$ cat config.mk
export PLATFORM = sky130hd
export DESIGN_NAME = control_unit_mc
export DESIGN_NICKNAME = d
export VERILOG_FILES = /design/src/rtl/control_unit_pkg.sv /design/src/rtl/cu_decoder.sv /design/src/rtl/control_unit_mc.sv
export SDC_FILE = /design/constraint.sdc
export NUM_CORES = 1
export LEC_CHECK = 0
export CORE_ASPECT_RATIO = 0.8
export CORE_MARGIN = 2
export CORE_UTILIZATION = 40
export CTS_CLUSTER_SIZE = 20
export DETAILED_ROUTE_END_ITERATION = 10
export GPL_TIMING_DRIVEN = 0
export PLACE_DENSITY_LB_ADDON = 0.15
export SYNTH_ARGS = -nofsm -noshare
export SYNTH_HDL_FRONTEND = slang
export SYNTH_HIERARCHICAL = 1
export SYNTH_SLANG_ARGS = --single-unit
$ cat constraint.sdc
create_clock -name clock -period 3.7 [get_ports clock]
set_input_delay 0.925 -clock clock [delete_from_list [all_inputs] [get_ports clock]]
set_output_delay 0.925 -clock clock [all_outputs]
set_load 0.005 [all_outputs]
$ cat src/rtl/control_unit_pkg.sv
// Shared definitions for the multicycle control unit.
//   - RV32I/RV64I opcode constants
//   - FSM state encoding
//   - register write-back source encodings
//   - decoder result struct and access-size to byte-lane mask helper
package control_unit_pkg;

    localparam logic [6:0] LUI       = 7'b0110111;
    localparam logic [6:0] AUIPC     = 7'b0010111;
    localparam logic [6:0] JAL       = 7'b1101111;
    localparam logic [6:0] JALR      = 7'b1100111;
    localparam logic [6:0] BRANCH    = 7'b1100011;
    localparam logic [6:0] LOAD      = 7'b0000011;
    localparam logic [6:0] STORE     = 7'b0100011;
    localparam logic [6:0] OP_IMM    = 7'b0010011;
    localparam logic [6:0] OP_IMM_32 = 7'b0011011;
    localparam logic [6:0] OP        = 7'b0110011;
    localparam logic [6:0] OP_32     = 7'b0111011;
    localparam logic [6:0] MISC_MEM  = 7'b0001111;
    localparam logic [6:0] SYSTEM    = 7'b1110011;

    typedef enum logic [2:0] {IDLE, FETCH, DECODE, EXECUTE, HALT} state_t;

    localparam logic [1:0] WB_ALU = 2'b00;
    localparam logic [1:0] WB_MEM = 2'b01;
    localparam logic [1:0] WB_PC4 = 2'b10;
    localparam logic [1:0] WB_IMM = 2'b11;

    typedef struct packed {
        logic       legal;
        logic       is_mem;
        logic       is_load;
        logic       is_branch;
        logic       is_halt;
        logic       jump;       // unconditional redirect (JAL/JALR)
        logic       wr_reg;
        logic       alua_src;
        logic       alub_src;
        logic       aluy_src;
        logic       sub;
        logic       arithmetic;
        logic       alupc_src;
        logic [2:0] alu_src;
        logic [1:0] wr_reg_src;
        logic [7:0] byte_mask;  // low-aligned, widest case is a doubleword
    } dec_t;

    function automatic logic [7:0] size_mask(input logic [1:0] sz);
        logic [7:0] m;
        case (sz)
            2'b00:   m = 8'h01;
            2'b01:   m = 8'h03;
            2'b10:   m = 8'h0F;
            default: m = 8'hFF;
        endcase
        return m;
    endfunction

endpackage

$ cat src/rtl/cu_decoder.sv
// Combinational instruction classifier.
//   opcode/funct3/funct7 in  -> dec (dec_t) out: datapath selects, byte mask,
//   and the legal/is_mem/is_load/is_branch/is_halt classification.
// RV64I=0 rejects W ops, LD/SD and LWU as illegal.
module cu_decoder
    import control_unit_pkg::*;
#(
    parameter int RV64I = 0
) (
    input  logic [6:0] opcode,
    input  logic [2:0] funct3,
    input  logic [6:0] funct7,
    output dec_t       dec
);

    localparam bit RV64 = (RV64I != 0);

    // RV64 immediate shifts carry a 6-bit shamt, so funct7[0] is shamt[5].
    logic [6:0] shift_f7;
    assign shift_f7 = RV64 ? {funct7[6:1], 1'b0} : funct7;

    logic f7_zero, f7_alt;
    assign f7_zero = (funct7 == 7'b0000000);
    assign f7_alt  = (funct7 == 7'b0100000);

    always_comb begin
        dec = '0;
        case (opcode)
            LUI: begin
                dec.legal      = 1'b1;
                dec.wr_reg     = 1'b1;
                dec.wr_reg_src = WB_IMM;
            end
            AUIPC: begin
                dec.legal    = 1'b1;
                dec.alua_src = 1'b1;
                dec.alub_src = 1'b1;
                dec.wr_reg   = 1'b1;
            end
            JAL: begin
                dec.legal      = 1'b1;
                dec.jump       = 1'b1;
                dec.wr_reg     = 1'b1;
                dec.wr_reg_src = WB_PC4;
            end
            JALR: begin
                dec.legal      = (funct3 == 3'b000);
                dec.jump       = 1'b1;
                dec.alupc_src  = 1'b1;
                dec.wr_reg     = 1'b1;
                dec.wr_reg_src = WB_PC4;
            end
            BRANCH: begin
                dec.legal     = (funct3[2:1] != 2'b01);
                dec.is_branch = 1'b1;
                dec.sub       = 1'b1;
            end
            LOAD: begin
                // LB/LH/LW/LBU/LHU always; LD/LWU only in RV64 mode.
                dec.legal = (funct3 == 3'b000) || (funct3 == 3'b001) || (funct3 == 3'b010) ||
                            (funct3 == 3'b100) || (funct3 == 3'b101) ||
                            (RV64 && ((funct3 == 3'b011) || (funct3 == 3'b110)));
                dec.is_mem    = 1'b1;
                dec.is_load   = 1'b1;
                dec.alub_src  = 1'b1;
                dec.byte_mask = size_mask(funct3[1:0]);
            end
            STORE: begin
                dec.legal     = !funct3[2] && ((funct3[1:0] != 2'b11) || RV64);
                dec.is_mem    = 1'b1;
                dec.alub_src  = 1'b1;
                dec.byte_mask = size_mask(funct3[1:0]);
            end
            OP_IMM: begin
                case (funct3)
                    3'b001:  dec.legal = (shift_f7 == 7'b0000000);
                    3'b101:  dec.legal = (shift_f7 == 7'b0000000) || (shift_f7 == 7'b0100000);
                    default: dec.legal = 1'b1;
                endcase
                dec.alub_src   = 1'b1;
                dec.alu_src    = funct3;
                dec.arithmetic = (funct3 == 3'b101) && funct7[5];
                dec.wr_reg     = 1'b1;
            end
            OP_IMM_32: begin
                dec.legal = RV64 && ((funct3 == 3'b000) ||
                                     ((funct3 == 3'b001) && f7_zero) ||
                                     ((funct3 == 3'b101) && (f7_zero || f7_alt)));
                dec.alub_src   = 1'b1;
                dec.aluy_src   = 1'b1;
                dec.alu_src    = funct3;
                dec.arithmetic = (funct3 == 3'b101) && funct7[5];
                dec.wr_reg     = 1'b1;
            end
            OP: begin
                dec.legal      = f7_zero || (f7_alt && ((funct3 == 3'b000) || (funct3 == 3'b101)));
                dec.alu_src    = funct3;
                dec.sub        = (funct3 == 3'b000) && funct7[5];
                dec.arithmetic = (funct3 == 3'b101) && funct7[5];
                dec.wr_reg     = 1'b1;
            end
            OP_32: begin
                dec.legal = RV64 && ((((funct3 == 3'b000) || (funct3 == 3'b101)) && (f7_zero || f7_alt)) ||
                                     ((funct3 == 3'b001) && f7_zero));
                dec.aluy_src   = 1'b1;
                dec.alu_src    = funct3;
                dec.sub        = (funct3 == 3'b000) && funct7[5];
                dec.arithmetic = (funct3 == 3'b101) && funct7[5];
                dec.wr_reg     = 1'b1;
            end
            MISC_MEM: dec.legal = (funct3 == 3'b000);  // FENCE executes as a NOP
            SYSTEM: begin
                // Only ECALL/EBREAK are recognised; both stop the core.
                dec.legal   = (funct3 == 3'b000);
                dec.is_halt = 1'b1;
            end
            7'b0000000: begin
                dec.legal   = 1'b1;
                dec.is_halt = 1'b1;
            end
            default: dec.legal = 1'b0;
        endcase
    end

endmodule

$ cat src/rtl/control_unit_mc.sv
// Multicycle control unit: IDLE -> FETCH -> DECODE -> EXECUTE -> FETCH ...
// Sequences memory requests against the memory controller busy handshake
// (request held until busy has been seen and then falls), drives every
// datapath select/enable, and latches HALT on illegal instructions,
// ECALL/EBREAK, opcode 0 or a bus timeout.
// Ports: clock/reset, mem_busy, instruction fields, ALU flags in;
//        memory request + byte lanes, register enables, ALU/PC/write-back
//        selects and the sticky halted/illegal_instr/bus_timeout flags out.
module control_unit_mc
    import control_unit_pkg::*;
#(
    parameter int RV64I          = 0,
    parameter int BYTE_NUM       = 4,
    parameter int TIMEOUT_CYCLES = 64
) (
    input  logic                clock,
    input  logic                reset,
    input  logic                mem_busy,
    input  logic [6:0]          opcode,
    input  logic [2:0]          funct3,
    input  logic [6:0]          funct7,
    input  logic                zero,
    input  logic                negative,
    input  logic                carry_out,
    input  logic                overflow,
    output logic                mem_rd_en,
    output logic                mem_wr_en,
    output logic [BYTE_NUM-1:0] mem_byte_en,
    output logic                ir_en,
    output logic                pc_en,
    output logic                wr_reg_en,
    output logic                alua_src,
    output logic                alub_src,
    output logic                aluy_src,
    output logic [2:0]          alu_src,
    output logic                sub,
    output logic                arithmetic,
    output logic                alupc_src,
    output logic                pc_src,
    output logic [1:0]          wr_reg_src,
    output logic                mem_addr_src,
    output logic                halted,
    output logic                illegal_instr,
    output logic                bus_timeout
);

    localparam bit         TMO_EN     = (TIMEOUT_CYCLES != 0);
    localparam int         CW         = TMO_EN ? $clog2(TIMEOUT_CYCLES + 1) : 1;
    localparam logic [7:0] FETCH_MASK = 8'h0F;

    state_t        state, state_nx;
    logic          seen_busy;
    logic [CW-1:0] tmo_cnt;
    logic          illegal_q, timeout_q;
    logic          req_state, done, expired, taken, set_illegal;
    dec_t          dec;

    cu_decoder #(.RV64I(RV64I)) u_dec (
        .opcode (opcode),
        .funct3 (funct3),
        .funct7 (funct7),
        .dec    (dec)
    );

    // Lanes above BYTE_NUM are never driven on a narrow bus.
    logic unused_mask;
    assign unused_mask = ^dec.byte_mask;

    assign req_state = (state == FETCH) || ((state == EXECUTE) && dec.is_mem);
    assign done      = req_state && seen_busy && !mem_busy;
    // Expiry is judged on the current count, before this cycle's increment.
    assign expired   = TMO_EN && req_state && !done && (tmo_cnt == CW'(TIMEOUT_CYCLES));

    always_comb begin
        case (funct3[2:1])
            2'b00:   taken = zero ^ funct3[0];
            2'b10:   taken = negative ^ overflow ^ funct3[0];
            2'b11:   taken = carry_out ~^ funct3[0];
            default: taken = 1'b0;
        endcase
    end

    always_ff @(posedge clock) begin
        if (reset) begin
            state     <= IDLE;
            seen_busy <= 1'b0;
            tmo_cnt   <= '0;
            illegal_q <= 1'b0;
            timeout_q <= 1'b0;
        end else begin
            state <= state_nx;
            if (state_nx != state) begin
                seen_busy <= 1'b0;
                tmo_cnt   <= '0;
            end else if (req_state) begin
                seen_busy <= seen_busy | mem_busy;
                if (TMO_EN) tmo_cnt <= tmo_cnt + CW'(1);
            end
            if (set_illegal) illegal_q <= 1'b1;
            if (expired)     timeout_q <= 1'b1;
        end
    end

    always_comb begin
        state_nx     = state;
        set_illegal  = 1'b0;
        mem_rd_en    = 1'b0;
        mem_wr_en    = 1'b0;
        mem_byte_en  = '0;
        ir_en        = 1'b0;
        pc_en        = 1'b0;
        wr_reg_en    = 1'b0;
        alua_src     = 1'b0;
        alub_src     = 1'b0;
        aluy_src     = 1'b0;
        alu_src      = 3'b000;
        sub          = 1'b0;
        arithmetic   = 1'b0;
        alupc_src    = 1'b0;
        pc_src       = 1'b0;
        wr_reg_src   = WB_ALU;
        mem_addr_src = 1'b0;
        // Outputs are forced low while reset is held, even mid-request.
        if (!reset) begin
            case (state)
                IDLE: state_nx = FETCH;
                FETCH: begin
                    if (done) begin
                        ir_en    = 1'b1;
                        state_nx = DECODE;
                    end else if (expired) begin
                        state_nx = HALT;
                    end else begin
                        mem_rd_en   = 1'b1;
                        mem_byte_en = FETCH_MASK[BYTE_NUM-1:0];
                    end
                end
                DECODE: begin
                    if (!dec.legal) begin
                        set_illegal = 1'b1;
                        state_nx    = HALT;
                    end else if (dec.is_halt) begin
                        state_nx = HALT;
                    end else begin
                        state_nx = EXECUTE;
                    end
                end
                EXECUTE: begin
                    alua_src   = dec.alua_src;
                    alub_src   = dec.alub_src;
                    aluy_src   = dec.aluy_src;
                    alu_src    = dec.alu_src;
                    sub        = dec.sub;
                    arithmetic = dec.arithmetic;
                    alupc_src  = dec.alupc_src;
                    if (dec.is_mem) begin
                        mem_addr_src = 1'b1;
                        if (done) begin
                            pc_en      = 1'b1;
                            wr_reg_en  = dec.is_load;
                            wr_reg_src = dec.is_load ? WB_MEM : WB_ALU;
                            state_nx   = FETCH;
                        end else if (expired) begin
                            state_nx = HALT;
                        end else begin
                            mem_rd_en   = dec.is_load;
                            mem_wr_en   = !dec.is_load;
                            mem_byte_en = dec.byte_mask[BYTE_NUM-1:0];
                        end
                    end else begin
                        pc_en      = 1'b1;
                        pc_src     = dec.jump | (dec.is_branch & taken);
                        wr_reg_en  = dec.wr_reg;
                        wr_reg_src = dec.wr_reg_src;
                        state_nx   = FETCH;
                    end
                end
                HALT:    state_nx = HALT;
                default: state_nx = IDLE;
            endcase
        end
    end

    assign halted        = !reset && (state == HALT);
    assign illegal_instr = !reset && illegal_q;
    assign bus_timeout   = !reset && timeout_q;

endmodule

==> impl_metrics.json <==
{
  "wl_um": 4280,
  "setup_slack_ns": 0.0414,
  "slowest_stage": "clkdlybuf4s50_1",
  "path_max_fanout": 10,
  "hold_class": "reg2reg",
  "place.gp.congestion": 0.951,
  "cts_htree_levels": 1,
  "clk_pin_slew_ns": 0.06,
  "grtUsageMet1_pct": 30.0,
  "grt_pass1_vias": 1346,
  "max-slew-margin-rel_pct": 65.3,
  "dr.pass1.iters": 4,
  "switching_share_pct": 30.3,
  "maxSlewViolCount": 0,
  "avgRoutedWirePerCell_um": 14.1,
  "grt_overflow": 0,
  "drc_errors": 0,
  "p_total_uw": 394,
  "cts_tree": "yes",
  "internal_power_uw": 275,
  "p_leak_nw": 0.859,
  "syn_area_sq_mm": 0.00152,
  "switchingPower_uw": 119,
  "cts_root_buf": "clkbuf_8",
  "arrival_ns": 2.73,
  "postSynthCellCount": 202,
  "use_met2_pct": 27.7,
  "clock_latency_ns": 0.25,
  "core-area_sq_mm": 0.00373,
  "cp_top_family": "buffers and inverters",
  "slowest_delay_ns": 0.51,
  "peakVddDrop_mv": 0.122,
  "syn_nets": 228,
  "syn_area_per_cell_sq_um": 7.53,
  "via_count": 1667,
  "grt.busiest_layer": "met1",
  "diodes": 0,
  "viasPerCell": 5.50,
  "pwr-share-comb_pct": 29.6,
  "grtUsageTotal_pct": 19.8,
  "path_buf_inv": 3,
  "cts.sinks": 13,
  "cts_buffers": 3,
  "grt_max_degree": 13,
  "dieArea_sq_mm": 0.00432,
  "skew_ns": 0.000676,
  "rows": 20,
  "port_buffers": 46,
  "fp.dieW_um": 73.0,
  "cpMostUsedCell": "clkdlybuf4s50_1",
  "fmax_mhz": 273,
  "setup_viol": 0,
  "crit_chain": "clkdlybuf4s50_1 > buf_4 > nand3b_1 > nor2_1 > or2_2 > and3_1 > clkdlybuf4s50_1",
  "gr-usage-met3_pct": 5.27,
  "outcome": "complete, no violations",
  "grt_pass1_wl_um": 6610,
  "hold_viol": 0,
  "ys_warn_count": 6,
  "seqPwrFrac_pct": 36.7,
  "clockBufferDepth": 2,
  "crit_path_start_kind": "input port",
  "fill_cells": 357,
  "p_per_area_mw_per_mm2": 177,
  "cp-end-kind": "output pin",
  "crit_required_ns": 2.77,
  "final_area_sq_mm": 0.00222,
  "drive_gt1_share_pct": 23.2,
  "syn_to_final_growth_pct": 46.0,
  "worstSetupPathType": "in2out",
  "first_iter_violations": 83,
  "multi_input_area_sq_mm": 0.00125,
  "antenna_found_initial": 0,
  "cap_violations": 0,
  "dpl_worst_slack_ns": -1.08,
  "placed_cell_area_sq_mm": 0.00204,
  "fin_tns_setup_ns": 0,
  "start_util_pct": 40.8,
  "die-height_um": 59.2,
  "p_clk_share_pct": 33.7,
  "layout_worst_path_cycle_share_pct": 98.9,
  "drt.antenna.violating_nets": 0,
  "worst_pin_slew_ns": 0.519,
  "hpwlAfterDp_um": 3200,
  "finalNetCount": 286,
  "register_area_sq_um": 260,
  "io_pins": 49,
  "period_minus_slack_ns": 3.66
}
-- timing repair --
item | in CTS | in global routing
buffers inserted | 6 | 2
endpoints found under the setup margin | 17 | 12
gates cloned | 0 | 0
resized for setup | 36 | 10
pin swaps | 6 | 2
hold buffers | 0 | 0
-- placed cells by master (no fill, tap or decap), types with 4 or more instances in the layout --
cell type / instances
nor2_1: 22
clkdlybuf4s50_1: 29
and3_1: 4
a21oi_1: 12
o21ai_0: 4
nor3_1: 4
buf_2: 4
and2_1: 16
dlygate4sd2_1: 11
inv_1: 6
buf_4: 11
nor4_1: 7
dfxtp_1: 13
nand2_1: 11
nand3_1: 4
-- tightest hold or removal path, cell delays in order (launching register included) --
cell and delay (ns):
dfxtp_1 0.30, inv_1 0.06, a21oi_1 0.06
-- power by group through the flow --
stage	clock (mW)	sequential, mW	combinational (mW)
2_1_floorplan	0	0.147	0.0595
6_report	0.133	0.145	0.117
4_1_cts	0.136	0.145	0.112
3_3_place_gp	0	0.148	0.105
3_5_place_dp	0	0.148	0.105
5_1_grt	0.142	0.145	0.126
-- final timing paths --
path	from	endpoint	slack, ns	depth (start not counted)
setup / recovery	opcode[5]	wr_reg_src[1]	0.04	7
hold / removal	timeout_q$_SDFFE_PP0P_	timeout_q$_SDFFE_PP0P_	0.46	2
setup reg to reg	tmo_cnt[0]$_SDFFE_PP0P_	state[1]$_SDFF_PP0_	1.80	5
hold reg to reg	timeout_q$_SDFFE_PP0P_	timeout_q$_SDFFE_PP0P_	0.46	2
-- sequential cells by signal, indices dropped and copies added (netlist names) --
signal     count
state          3
timeout_q      1
tmo_cnt        7
seen_busy      1
illegal_q      1
-- per-layer routing --
layer  wire length (um)  up-vias  part of all wire, %
met3                281        5                  6.6
met5                  0        -                    0
li1                   -      852                    -
met4                 46        0                  1.1
met1               2160      760                   51
met2               1790       50                   42
-- cell type report --
cell class                      instances  area share (%)
Buffer                                 13            3.66
Clock buffer                            4            2.03
Inverter                                6            1.01
Multi-Input combinational cell        169            56.4
Sequential cell                        13            11.7
Tap cell                               44            2.48
Timing Repair Buffer                   54            22.7
-- through the flow --
step	std cells	hold WS (ns)	utilization, %
CTS	301	0.457	58.6
floorplan	202	0.432	-
global route	303	0.492	59.6
finish	303	0.461	59.6
detailed placement	292	0.449	54.6
global placement	292	0.445	54.6
No activity file was read; power rests on OpenSTA's default activity.
